**config.mk**
```make
export PLATFORM = sky130hd
export DESIGN_NAME = ps2_host_tx
export DESIGN_NICKNAME = d
export VERILOG_FILES = /design/src/rtl/ps2_host_tx.sv
export SDC_FILE = /design/constraint.sdc
export NUM_CORES = 1
export LEC_CHECK = 0
export CORE_MARGIN = 5
export CORE_UTILIZATION = 45
export CTS_BUF_LIST = sky130_fd_sc_hd__clkbuf_16
export CTS_CLUSTER_DIAMETER = 100
export DETAILED_ROUTE_END_ITERATION = 8
export HOLD_SLACK_MARGIN = 0.05
export SYNTH_ARGS = -nofsm -noshare
export SYNTH_HDL_FRONTEND = slang
export SYNTH_SLANG_ARGS = --single-unit
```
**constraint.sdc**
```tcl
create_clock -name clk -period 2.8 [get_ports clk]
set_input_delay 0.7 -clock clk [delete_from_list [all_inputs] [get_ports clk]]
set_output_delay 0.7 -clock clk [all_outputs]
set_load 0.02 [all_outputs]
```
**src/rtl/ps2_host_tx.sv**
```systemverilog
// Host-to-device PS/2 transmitter: inhibits the bus, requests to send, shifts one
// command byte out on device clock edges and reports ack, nack or timeout.
module ps2_host_tx #(
  parameter int INHIBIT_CYCLES = 5000,
  parameter int TIMEOUT_CYCLES = 750000
) (
  input  logic       clk,
  input  logic       resetn,
  input  logic [7:0] tx_data,
  input  logic       tx_valid,
  output logic       tx_ready,
  input  logic       ps2_clk,
  input  logic       ps2_data,
  output logic       ps2_clk_oe,
  output logic       ps2_data_oe,
  output logic       busy,
  output logic       done,
  output logic       ack_err,
  output logic       timeout
);

  localparam int CNT_MAX = (INHIBIT_CYCLES > TIMEOUT_CYCLES) ? INHIBIT_CYCLES : TIMEOUT_CYCLES;
  localparam int CNT_W   = $clog2(CNT_MAX + 1);
  localparam logic [CNT_W-1:0] INHIBIT_LAST = CNT_W'(INHIBIT_CYCLES - 1);
  localparam logic [CNT_W-1:0] TIMEOUT_LAST = CNT_W'(TIMEOUT_CYCLES - 1);

  // FINISH is the status-pulse cycle; keeping it out of IDLE means tx_ready
  // only rises once the pulse has gone.
  typedef enum logic [2:0] {
    S_IDLE, S_INHIBIT, S_REQ, S_SEND, S_ACK, S_WAIT_IDLE, S_FINISH
  } state_t;

  state_t           state_q, state_d;
  logic [2:0]       clk_sync_q, clk_sync_d;
  logic [1:0]       data_sync_q, data_sync_d;
  logic [9:0]       frame_q, frame_d;
  logic [3:0]       bit_cnt_q, bit_cnt_d;
  logic [CNT_W-1:0] cnt_q, cnt_d;
  logic             clk_oe_q, clk_oe_d;
  logic             data_oe_q, data_oe_d;
  logic             nack_q, nack_d;
  logic             done_q, done_d;
  logic             ack_err_q, ack_err_d;
  logic             timeout_q, timeout_d;

  logic clk_fall;
  logic lines_idle;

  assign clk_fall   = clk_sync_q[2] & ~clk_sync_q[1];
  assign lines_idle = clk_sync_q[1] & data_sync_q[1];

  always_comb begin
    state_d     = state_q;
    clk_sync_d  = {clk_sync_q[1:0], ps2_clk};
    data_sync_d = {data_sync_q[0], ps2_data};
    frame_d     = frame_q;
    bit_cnt_d   = bit_cnt_q;
    cnt_d       = cnt_q;
    clk_oe_d    = clk_oe_q;
    data_oe_d   = data_oe_q;
    nack_d      = nack_q;
    done_d      = 1'b0;
    ack_err_d   = 1'b0;
    timeout_d   = 1'b0;

    case (state_q)
      S_IDLE: begin
        clk_oe_d  = 1'b0;
        data_oe_d = 1'b0;
        if (tx_valid) begin
          frame_d  = {1'b1, ~^tx_data, tx_data};
          cnt_d    = '0;
          clk_oe_d = 1'b1;
          state_d  = S_INHIBIT;
        end
      end

      S_INHIBIT: begin
        if (cnt_q == INHIBIT_LAST) begin
          cnt_d     = '0;
          data_oe_d = 1'b1;
          state_d   = S_REQ;
        end else begin
          cnt_d = cnt_q + 1'b1;
        end
      end

      S_REQ: begin
        clk_oe_d  = 1'b0;
        cnt_d     = '0;
        bit_cnt_d = '0;
        state_d   = S_SEND;
      end

      S_SEND, S_ACK, S_WAIT_IDLE: begin
        if (cnt_q == TIMEOUT_LAST) begin
          clk_oe_d  = 1'b0;
          data_oe_d = 1'b0;
          timeout_d = 1'b1;
          state_d   = S_FINISH;
        end else begin
          cnt_d = cnt_q + 1'b1;
          case (state_q)
            S_SEND: begin
              if (clk_fall) begin
                data_oe_d = ~frame_q[0];
                frame_d   = {1'b0, frame_q[9:1]};
                bit_cnt_d = bit_cnt_q + 1'b1;
                if (bit_cnt_q == 4'd9) begin
                  data_oe_d = 1'b0;
                  state_d   = S_ACK;
                end
              end
            end
            S_ACK: begin
              if (clk_fall) begin
                nack_d  = data_sync_q[1];
                state_d = S_WAIT_IDLE;
              end
            end
            default: begin
              if (lines_idle) begin
                done_d    = ~nack_q;
                ack_err_d = nack_q;
                state_d   = S_FINISH;
              end
            end
          endcase
        end
      end

      S_FINISH: state_d = S_IDLE;

      default: state_d = S_IDLE;
    endcase
  end

  always_ff @(posedge clk) begin
    if (!resetn) begin
      state_q     <= S_IDLE;
      clk_sync_q  <= '0;
      data_sync_q <= '0;
      frame_q     <= '0;
      bit_cnt_q   <= '0;
      cnt_q       <= '0;
      clk_oe_q    <= 1'b0;
      data_oe_q   <= 1'b0;
      nack_q      <= 1'b0;
      done_q      <= 1'b0;
      ack_err_q   <= 1'b0;
      timeout_q   <= 1'b0;
    end else begin
      state_q     <= state_d;
      clk_sync_q  <= clk_sync_d;
      data_sync_q <= data_sync_d;
      frame_q     <= frame_d;
      bit_cnt_q   <= bit_cnt_d;
      cnt_q       <= cnt_d;
      clk_oe_q    <= clk_oe_d;
      data_oe_q   <= data_oe_d;
      nack_q      <= nack_d;
      done_q      <= done_d;
      ack_err_q   <= ack_err_d;
      timeout_q   <= timeout_d;
    end
  end

  assign tx_ready    = (state_q == S_IDLE);
  assign busy        = (state_q != S_IDLE);
  assign ps2_clk_oe  = clk_oe_q;
  assign ps2_data_oe = data_oe_q;
  assign done        = done_q;
  assign ack_err     = ack_err_q;
  assign timeout     = timeout_q;

endmodule

```
## Word level (Yosys, flattened, before mapping)

Cells that the tools add are included.

| operators by class | value |
|---|---|
| mux-type cells | 32 |
| bitwise operators | 9 |
| reduce and logical (&&, ||, !) cells | 18 |
| equal/unequal tests | 20 |
| add/sub/neg operators | 2 |

Operators with widths:

| operator | number |
|---|---|
| $pmux W20 S4 | 1 |
| $mux W20 | 3 |
| $mux W10 | 4 |
| $mux W3 | 7 |
| $add A20 B1 Y20 const B | 1 |
| $eq A20 B13 Y1 const B | 1 |
| $eq A20 B20 Y1 const B | 1 |
| $pmux W10 S2 | 1 |
| $mux W4 | 3 |
| $ne A2 B2 Y1 const B | 6 |
| $ne A4 B4 Y1 const B | 3 |
| $pmux W3 S4 | 1 |
| $reduce_and A4 Y1 | 3 |
| $reduce_bool A3 Y1 | 3 |
| $mux W1 | 8 |
| $pmux W4 S2 | 1 |
| $reduce_xnor A8 Y1 | 1 |
| $not A1 Y1 | 7 |
| $eq A3 B2 Y1 const B | 2 |
| $eq A3 B3 Y1 const B | 2 |
| $ne A3 B3 Y1 const B | 2 |
| $pmux W1 S3 | 2 |
| $pmux W3 S2 | 1 |
| $reduce_and A6 Y1 | 1 |
| other kinds (13) | 16 |

| storage, ports and cells | value |
|---|---|
| output and inout bits | 7 |
| bits in registers | 48 |
| word-level logic and storage cells | 93 |
| bits of input ports | 13 |

## Longest topological paths before layout

| depth | value |
|---|---|
| depth in word-level cells | 6 |
| gate-level depth with buffers | 9 |

## Worst setup path after synthesis

No wires, ideal clock.

| path | value |
|---|---|
| path type | input -> register |
| from | in tx_valid |
| to | reg cnt_q[10] |
| slack | 0.808 ns |
| buffers on the path | 0 |
| setup time | 0.126 ns |
| required time | 2.674 ns |
| stages on the path | 6 |
| arrival | 1.866 ns |
| cells stage by stage | or4_1 -> nand4_1 -> or3_1 -> and3_1 -> a41oi_1 -> o41ai_1 |

| between the ends | value |
|---|---|
| cells in the longest elaborated chain, start to end | 2 |

Ends and longest elaborated chain:

| what | line | RTL |
|---|---|---|
| start, declared | 10 | `input logic tx_valid,` |
| $ne A2 B2 Y1 (no line) | -- |  |
| $reduce_and A3 Y1 (no line) | -- |  |
| end signal, assigned | 158 | `cnt_q <= cnt_d;` |
| end, declared | 38 | `logic [CNT_W-1:0] cnt_q, cnt_d;` |

No other way between the ends.
A chain may end at the register's enable or synchronous reset.

## Final worst setup path

Ends and elaborated chain as after synthesis.

==> run metrics <==
Synth Register Bits 48; Final setup viols 0; WHS around 0.43 ns; Syn Std Cell Area about 2500 um2; R2R Path Start cnt_q[0]; max incr delay on CP approximately 0.53 ns; max_slew headroom 50.4%; Root Driver clkbuf_16; Setup Skew between 0.005 and 0.006 ns; share of layout cells above drive strength 1 between 8 and 9%; Synth area leader dfxtp_1; hold_sp clk_sync_q[0]; via count roughly 2100; synthesis-to-finish area growth 17.8%; Post-Syn Nets 300; CTS Buf Count 5; TritonCTS clock tree yes; first-pass GRT wire length around 9 mm; nets@finish between 300 and 400; Overflow after GRT 0; I/O Buffers 19; Routed Wire Length 5.26 mm; share of power burned in the clock network between 30% and 40%; DRT antenna net count 0; Reg area roughly 960 um2; share of power burned in registers ~46%; # IOs 20; htree depth 2; number of global-route vias before repair 1961; Post-DP HPWL 3.75 mm; Critical Path, Cell by Cell clkdlybuf4s50_1 -> or4_1 -> nand4_1 -> or3_1 -> and3_1 -> a41oi_1 -> o41ai_1; area of the multi-input gates between 1000 and 1500 um2; worst-path maximum fanout 6; Post-CTS Resized 0; Async SR Flop Fraction 0%; total power between 0.0015 and 0.002 W; cts hold-fix bufs 0; Final Slew Violations 0; die height about 84 um; worst endpoint required time between 2 and 3 ns; Power Dens Cells approximately 560 nW/um2; Detailed Route Iter0 Violations 100; routability cong. approximately 0.83; ant diodes 0; per-cell routed wire length about 14 um; Die W between 80 and 90 um; max-cap violations 0; crit path max-delay cell type clkdlybuf4s50_1; Syn Area/Cell 8.68 um2; Residual DRC 0; largest net degree at the start of global routing 33; CP Class in -> reg; initial core utilization between 40% and 50%; TNS Setup 0 ns; drt via density around 5.5; core area ~5400 um2; Worst Setup SP tx_valid; critical path endpoint category register; Skew-Pair Late Insertion Delay 0.28 ns; clock tree sinks 48; worst slew pin tran 0.740 ns; P_sw 0.000429 W; crit share post-route roughly 80%; EDFF count, synth 0; Logic pwr share 19.4%; Data arrival, critical path 2.46 ns; Cells after Synth about 280; f_max ~440 MHz; RSZ-0062 raised after global routing false; post-synthesis sequential area ratio 39.0%; Layout fillers roughly 540; Ys Warns 0; Clock Pin Slew Worst Setup and Hold Paths around 0.06 ns; status finished, final reports clean; Top FF cell, synth dfxtp_1; Synth top area share 39.0%; top cells by area, synth dfxtp_1 (39%), nand2_1 (4.6%), mux2i_1 (4.5%); minimum clock period after layout approximately 2.3 ns; Lkg Pwr about 1.1 nW; cell-internal power about 0.0012 W; 1st-pass router iterations 5; Worst VDD drop 0.229 mV; switching share of power 26.6%; post-CTS setup buffers 0; clock buffer depth 2; GRT Total Usage 15.5%; synth unique cells 53; hold crit path type reg -> reg; Setup crit start kind input port; initial antenna violation count 0; Die ar. about 7100 um2; row count 27; Fin. Hold Viols 0
==> flip-flops by register name, summed over array words and instances (netlist names) <==
register / flops
frame_q: 10
data_sync_q: 2
clk_sync_q: 3
cnt_q: 20
ps2_clk_oe: 1
done: 1
state_q: 3
timeout: 1
bit_cnt_q: 4
nack_q: 1
ps2_data_oe: 1
ack_err: 1
==> power by group through the flow <==
stage | Clock (W) | Sequential, W | Combinational (W)
after floorplan | 0 | 0.000759 | 0.000212
after global placement | 0 | 0.000754 | 0.000314
after detailed placement | 0 | 0.000755 | 0.000316
after CTS | 0.000585 | 0.000740 | 0.000317
after global routing | 0.000615 | 0.000744 | 0.000349
final | 0.000561 | 0.000739 | 0.000313
==> layout by cell type (no fill, tap or decap), types with 4 or more instances in the layout <==
cell,netlist,layout
dfxtp_1,48,48
nand2_1,30,30
nor2_1,21,21
clkdlybuf4s50_1,0,19
a21oi_1,18,18
o21ai_0,16,16
xnor2_1,12,12
buf_4,0,12
inv_1,9,11
nand3_1,11,11
mux2i_1,11,11
o211a_1,9,9
or3_1,8,8
nand4_1,6,6
xor2_1,6,6
and2_1,6,6
clkbuf_16,0,5
and4_1,4,4
nand4b_1,4,4
o211ai_1,4,4
nor2b_1,4,4
==> per-stage QoR <==
step                instance area [um2]  worst slack, ns  utilization (%)  cells
global route                       2900            0.331             53.7    383
CTS                                2900            0.516             53.7    383
finish                             2900            0.505             53.7    383
global placement                   2770            0.317             51.2    375
floorplan                          2470            0.808                -    284
detailed placement                 2770            0.220             51.2    375
==> worst max-delay path, delay by kind of cell <==
family	cells	cell delay [ns]
simple gates	4	0.96
compound gates	2	0.28
buf+inv	1	0.53
==> worst paths after layout <==
path / to / slack, ns / depth (start not counted)
worst max-delay path: cnt_q[10] / 0.50 / 7
worst min-delay path: clk_sync_q[1] / 0.43 / 1
worst max register to register: cnt_q[4] / 0.60 / 7
worst min register to register: clk_sync_q[1] / 0.43 / 1
==> layer usage <==
| layer | routed length (um) | part of all wire (%) | vias to the layer above | track usage [%] |
|---|---|---|---|---|
| met1 | 2460 | 47 | 973 | 19.6 |
| met3 | 152 | 2.9 | 10 | 3.55 |
| met2 | 2550 | 48 | 32 | 25.9 |
| met5 | 0 | 0 | - | 0 |
| li1 | - | - | 1080 | - |
| met4 | 104 | 2.0 | 0 | 5.26 |
==> logic make-up after synthesis <==
logic type	share of synthesized area [%]
compound gates	17.4
xor+xnor	6.39
fa+ha+maj	1.52
buf+inv	4.16
flops	39.0
mux	4.46
simple gates	27.1
==> synth_stat cells (all sizes together), types with 8 or more instances <==
cell type,count
a21oi,18
xnor2,12
mux2i,11
buf,9
dfxtp,48
nor2,21
nand3,11
inv,9
nand2,30
o21ai,18
or3,8
o211a,9
==> area by class of cell <==
class	instances	area share [%]
clock buffers	5	4.31
clock inverters	3	0.388
inverters	9	1.16
multi-input cells	215	48.3
flip-flops and latches	48	33.1
well taps	72	3.10
repair buffers	31	9.65
No activity file was read; power rests on OpenSTA's default activity.
